**src/rtl/btn_cmd_scheduler.sv**
```systemverilog
// Turns rising edges of debounced buttons into one-shot commands, arbitrated
// round-robin and issued over valid/ready with a programmable hold-off gap.
module btn_cmd_scheduler #(
    parameter int          N_BTN   = 4,
    parameter logic [23:0] HOLDOFF = 24'd1000000
) (
    input  logic             clk,
    input  logic             rst_n,
    input  logic [N_BTN-1:0] btn_db,
    output logic             cmd_valid,
    output logic [2:0]       cmd_id,
    input  logic             cmd_ready,
    output logic [N_BTN-1:0] pending,
    output logic             busy,
    output logic [7:0]       dropped_cnt
);

    typedef enum logic [1:0] {IDLE, OFFER, HOLD} state_t;

    state_t           state_q, state_d;
    logic [N_BTN-1:0] prev_q, pending_q, pending_d;
    logic [N_BTN-1:0] rise, acc_mask;
    logic [2:0]       ptr_q, ptr_d, id_q, id_d;
    logic             valid_q, valid_d, busy_q, busy_d;
    logic [7:0]       drop_q, drop_d;
    logic [23:0]      cnt_q, cnt_d;
    logic             accept, drop_hit;
    logic             found_hi, found_lo;
    logic [2:0]       win_hi, win_lo, winner;

    assign accept = valid_q & cmd_ready;
    assign rise   = btn_db & ~prev_q;

    always_comb begin
        acc_mask = '0;
        for (int i = 0; i < N_BTN; i++)
            acc_mask[i] = accept && (id_q == 3'(i));
    end

    // A rise on the channel being accepted is a fresh event, not an overrun.
    assign pending_d = (pending_q & ~acc_mask) | rise;
    assign drop_hit  = |(rise & pending_q & ~acc_mask);
    assign drop_d    = (drop_hit && drop_q != 8'hFF) ? drop_q + 8'd1 : drop_q;

    // Round-robin: lowest pending index at or above ptr, else lowest overall.
    always_comb begin
        found_hi = 1'b0;
        found_lo = 1'b0;
        win_hi   = '0;
        win_lo   = '0;
        for (int i = N_BTN - 1; i >= 0; i--) begin
            if (pending_q[i]) begin
                if (3'(i) >= ptr_q) begin
                    found_hi = 1'b1;
                    win_hi   = 3'(i);
                end else begin
                    found_lo = 1'b1;
                    win_lo   = 3'(i);
                end
            end
        end
        winner = found_hi ? win_hi : win_lo;
    end

    always_comb begin
        state_d = state_q;
        valid_d = valid_q;
        id_d    = id_q;
        ptr_d   = ptr_q;
        cnt_d   = cnt_q;
        case (state_q)
            IDLE: begin
                if (found_hi || found_lo) begin
                    id_d    = winner;
                    valid_d = 1'b1;
                    state_d = OFFER;
                end
            end
            OFFER: begin
                if (accept) begin
                    valid_d = 1'b0;
                    ptr_d   = (id_q == 3'(N_BTN - 1)) ? 3'd0 : id_q + 3'd1;
                    if (HOLDOFF == 24'd0) begin
                        state_d = IDLE;
                    end else begin
                        state_d = HOLD;
                        cnt_d   = HOLDOFF;
                    end
                end
            end
            HOLD: begin
                cnt_d = cnt_q - 24'd1;
                if (cnt_q == 24'd1)
                    state_d = IDLE;
            end
            default: state_d = IDLE;
        endcase
        busy_d = (state_d != IDLE) || (|pending_d);
    end

    always_ff @(posedge clk or negedge rst_n) begin
        if (!rst_n) begin
            state_q   <= IDLE;
            prev_q    <= '0;
            pending_q <= '0;
            ptr_q     <= '0;
            id_q      <= '0;
            valid_q   <= 1'b0;
            busy_q    <= 1'b0;
            drop_q    <= '0;
            cnt_q     <= '0;
        end else begin
            state_q   <= state_d;
            prev_q    <= btn_db;
            pending_q <= pending_d;
            ptr_q     <= ptr_d;
            id_q      <= id_d;
            valid_q   <= valid_d;
            busy_q    <= busy_d;
            drop_q    <= drop_d;
            cnt_q     <= cnt_d;
        end
    end

    assign cmd_valid   = valid_q;
    assign cmd_id      = id_q;
    assign pending     = pending_q;
    assign busy        = busy_q;
    assign dropped_cnt = drop_q;

endmodule

```
**config.mk**
```make
export PLATFORM = sky130hd
export DESIGN_NAME = btn_cmd_scheduler
export DESIGN_NICKNAME = d
export VERILOG_FILES = /design/src/rtl/btn_cmd_scheduler.sv
export SDC_FILE = /design/constraint.sdc
export NUM_CORES = 1
export LEC_CHECK = 0
export BUFFER_PORTS_ARGS = -buffer_cell sky130_fd_sc_hd__buf_2
export CAP_MARGIN = 20
export CORE_MARGIN = 2
export CORE_UTILIZATION = 43
export CTS_BUF_LIST = sky130_fd_sc_hd__clkbuf_8
export DETAILED_ROUTE_END_ITERATION = 12
export GPL_ROUTABILITY_DRIVEN = 0
export PLACE_DENSITY = 0.63
export RECOVER_POWER = 100
export SYNTH_ARGS = -nofsm -noshare
export SYNTH_HDL_FRONTEND = slang
export SYNTH_SLANG_ARGS = --single-unit
```
**constraint.sdc**
```tcl
create_clock -name clk -period 2.6 [get_ports clk]
set_input_delay 0.52 -clock clk [delete_from_list [all_inputs] [get_ports clk]]
set_output_delay 0.52 -clock clk [all_outputs]
set_load 0.05 [all_outputs]
```
==> flow_summary.toml <==
[cts]
clk_latency_ps = 300
h-tree-depth = 2
cts_buffers = 5
cts_setup_buffers = 0
postCtsHoldBufs = 0
cts_resized = 0
root_buffer = "clkbuf_8"
clkSlewWorstSetupHoldPaths_ps = 90
cts_buffer_depth = 2
clock_sinks = 48
cts_tree = "built"

[route]
routedWlPerCell_um = 13.4
dr.pass1.iters = 6
drt_iter0_drc = 63
viasPerCell = 5.25
ant_nets = 0
vias = 1648
post-route-drc-count = 0
drt_wl_total_um = 4200

[floorplanning]
initial_core_util = 0.444
core_sq_um = 5110
die_h_um = 76.6
num_rows = 26
dieWidth_um = 76.6
dieArea_sq_um = 5870
io_pins = 24

[yosys]
ys_ff_latch = 48
synth_cells = 216
yosys.cell_types.count = 44
synthFlopType = "dfrtp_1"
synth_edf_count = 0
yosysWarnings = 0
synth-async-reset-ratio = 1.00
ys_seq_area_frac = 0.530
syn-num-nets = 230
syn_area_sq_um = 2270
syn_area_per_cell_sq_um = 10.5

[sta]
rsz0062_at_grt = "no"
clock_skew_ps = 7.61
drv_slew = 0
slew_headroom = 0.00541
hold_viol_final = 0
fmax_ghz = 0.440
whs_ps = 333
setup_tns_ps = 0
worst_pin_slew_ps = 1490
setup_viol = 0
fin_crit_ps = 2270
finalCritPeriodShare = 0.875

[global_routing]
grtUsageMet3 = 0.0213
antenna_found_initial = 0
met2_usage = 0.235
grt_pass1_wl_um = 7400
grt_max_degree = 29
grt_usage = 0.157
grt-ovfl-total = 0
met1_usage = 0.226
grt_pass1_vias = 1578
busiest_layer = "met2"

[pwr]
p_switching_mw = 0.580
seqPwrFrac = 0.524
p_int_mw = 1.07
leakage_nw = 1.03
total_power_mw = 1.65
power_frac_clock = 0.251
switching_share = 0.351
peakVddDrop_uv = 862
powerDensity_nw_per_um2 = 662
combPwrFrac = 0.224

[placed_design]
place_area_sq_um = 2470
placement.io_buffers = 22
hpwl_um = 3030

[run_status]
status = "finished with violations"
violations = "max-capacitance violations"

[worst_setup_path]
crit_arrival_ps = 2460
crit_path_end_kind = "flip-flop"
cp_max_fo = 7
path_cells = "nor4_1 -> nand2b_1 -> or3_1 -> nor4b_4 -> a32oi_1 -> or3_1"
slowest_stage = "dfrtp_1"
reg2reg_depth = 6
regToRegEndpoint = "busy$_DFF_PN0_"
cp-start-kind = "flip-flop"
critPathMaxStageDelay_ps = 440
critical_path_class = "reg -> reg"
crit_buf_inv = 0
regToRegStartpoint = "cnt_q[9]$_DFFE_PN0P_"
cp.required_ps = 2790
rrSetupSlack_ps = 330
cp_common_cell = "or3_1"
critPathTopFamily = "simple AND/OR/NAND/NOR gates"

[worst_hold_path]
holdCritPathClass = "in -> reg"
holdPathStages = 1
min_to = "prev_q[2]$_DFF_PN0_"
worstHoldStart = "btn_db[2]"

[finish]
num_antenna_cells = 0
finalInstanceArea_sq_um = 2500
nNetsFinal = 258
drive_gt1_frac = 0.0492
areaGrowthSynthToFinish_pct = 10.2
layout_common_cells = "dfrtp_1, nand2_1, clkbuf_1, nand3_1, nor2_1"
final_common_cell = "dfrtp_1"

[run]
cap_violations = 1
how the worst max path moves through the flow:
stage,startpoint,to,slack (ps),depth (start not counted)
detailed placement,cnt_q[9]$_DFFE_PN0P_,busy$_DFF_PN0_,450,6
global placement,cnt_q[9]$_DFFE_PN0P_,busy$_DFF_PN0_,540,6
finish,cnt_q[9]$_DFFE_PN0P_,busy$_DFF_PN0_,330,6
floorplan,cmd_id[0]$_DFFE_PN0P_,dropped_cnt[1]$_DFFE_PN0P_,350,7
global route,cnt_q[9]$_DFFE_PN0P_,busy$_DFF_PN0_,200,6
CTS,cnt_q[9]$_DFFE_PN0P_,busy$_DFF_PN0_,450,6
state kept, by name, indices dropped and copies added, names as in the netlist:
signal / count
cmd_valid: 1
pending: 4
prev_q: 4
cnt_q: 24
ptr_q: 2
cmd_id: 2
busy: 1
dropped_cnt: 8
state_q: 2
metrics by stage:
step,util,setup slack (ps),std cells
after floorplan,-,354,216
after detailed placement,0.484,449,307
after CTS,0.500,449,314
final,0.489,326,314
after global routing,0.489,202,314
after global placement,0.484,536,307
power by group through the flow:
stage | clock [mW] | combinational (mW) | sequential [mW]
finish | 0.415 | 0.371 | 0.868
global route | 0.459 | 0.400 | 0.877
CTS | 0.436 | 0.393 | 0.866
detailed placement | 0 | 0.392 | 0.881
global placement | 0 | 0.390 | 0.880
floorplan | 0 | 0.103 | 1.06
Yosys cell counts, types with 2 or more instances:
library cell,count,area share
dfrtp_1,48,0.53
nand2_1,30,0.050
nand3_1,15,0.033
nor2_1,14,0.023
nand2b_1,10,0.028
o21ai_0,9,0.020
a21oi_1,7,0.015
ha_1,7,0.039
mux2i_1,6,0.026
xnor2_1,6,0.023
o31ai_1,5,0.017
clkbuf_1,4,0.0066
inv_1,4,0.0066
nor3_1,4,0.0088
or4_1,4,0.013
nand4_1,3,0.0083
o211ai_1,3,0.0099
o311ai_0,3,0.012
o41ai_1,3,0.012
and3_1,2,0.0055
mux2_2,2,0.0099
nor2b_1,2,0.0055
nor3b_1,2,0.0066
nor4_2,2,0.011
o22a_1,2,0.0077
cells by family (layout without fill, tap and decap cells):
family                   after synthesis  in the layout  synth area share
adder cells (fa/ha/maj)                7              7            0.0386
other                                  1              1           0.00165
flip-flops                            48             48             0.530
multiplexers                           8              8            0.0364
buffers and inverters                  9             37            0.0165
AO/OA/AOI/OAI                         40             40             0.122
AND/OR/NAND/NOR                       96             96             0.228
XOR/XNOR                               7              7            0.0270
per-layer routing:
metal | wire, um | vias up | part of all wire
met5 | 0 | - | 0
met1 | 2170 | 783 | 0.52
met3 | 93 | 7 | 0.022
li1 | - | 837 | -
met2 | 1850 | 21 | 0.44
met4 | 83 | 0 | 0.020
worst register-to-register path, delay by kind of cell (launching register included):
family | cells | cell delay [ps]
and+or+nand+nor | 5 | 1580
DFF | 1 | 440
AOI/OAI and AO/OA | 1 | 140
cell type report:
type,count,area [sq um]
clock inverter,2,8.76
timing repair buffer,26,100
tap,70,87.6
sequential,48,1200
inverter,4,15.0
multi-input combinational,159,1020
fill,500,2610
clock buffer,5,68.8
(Power assumes the default switching activity.)
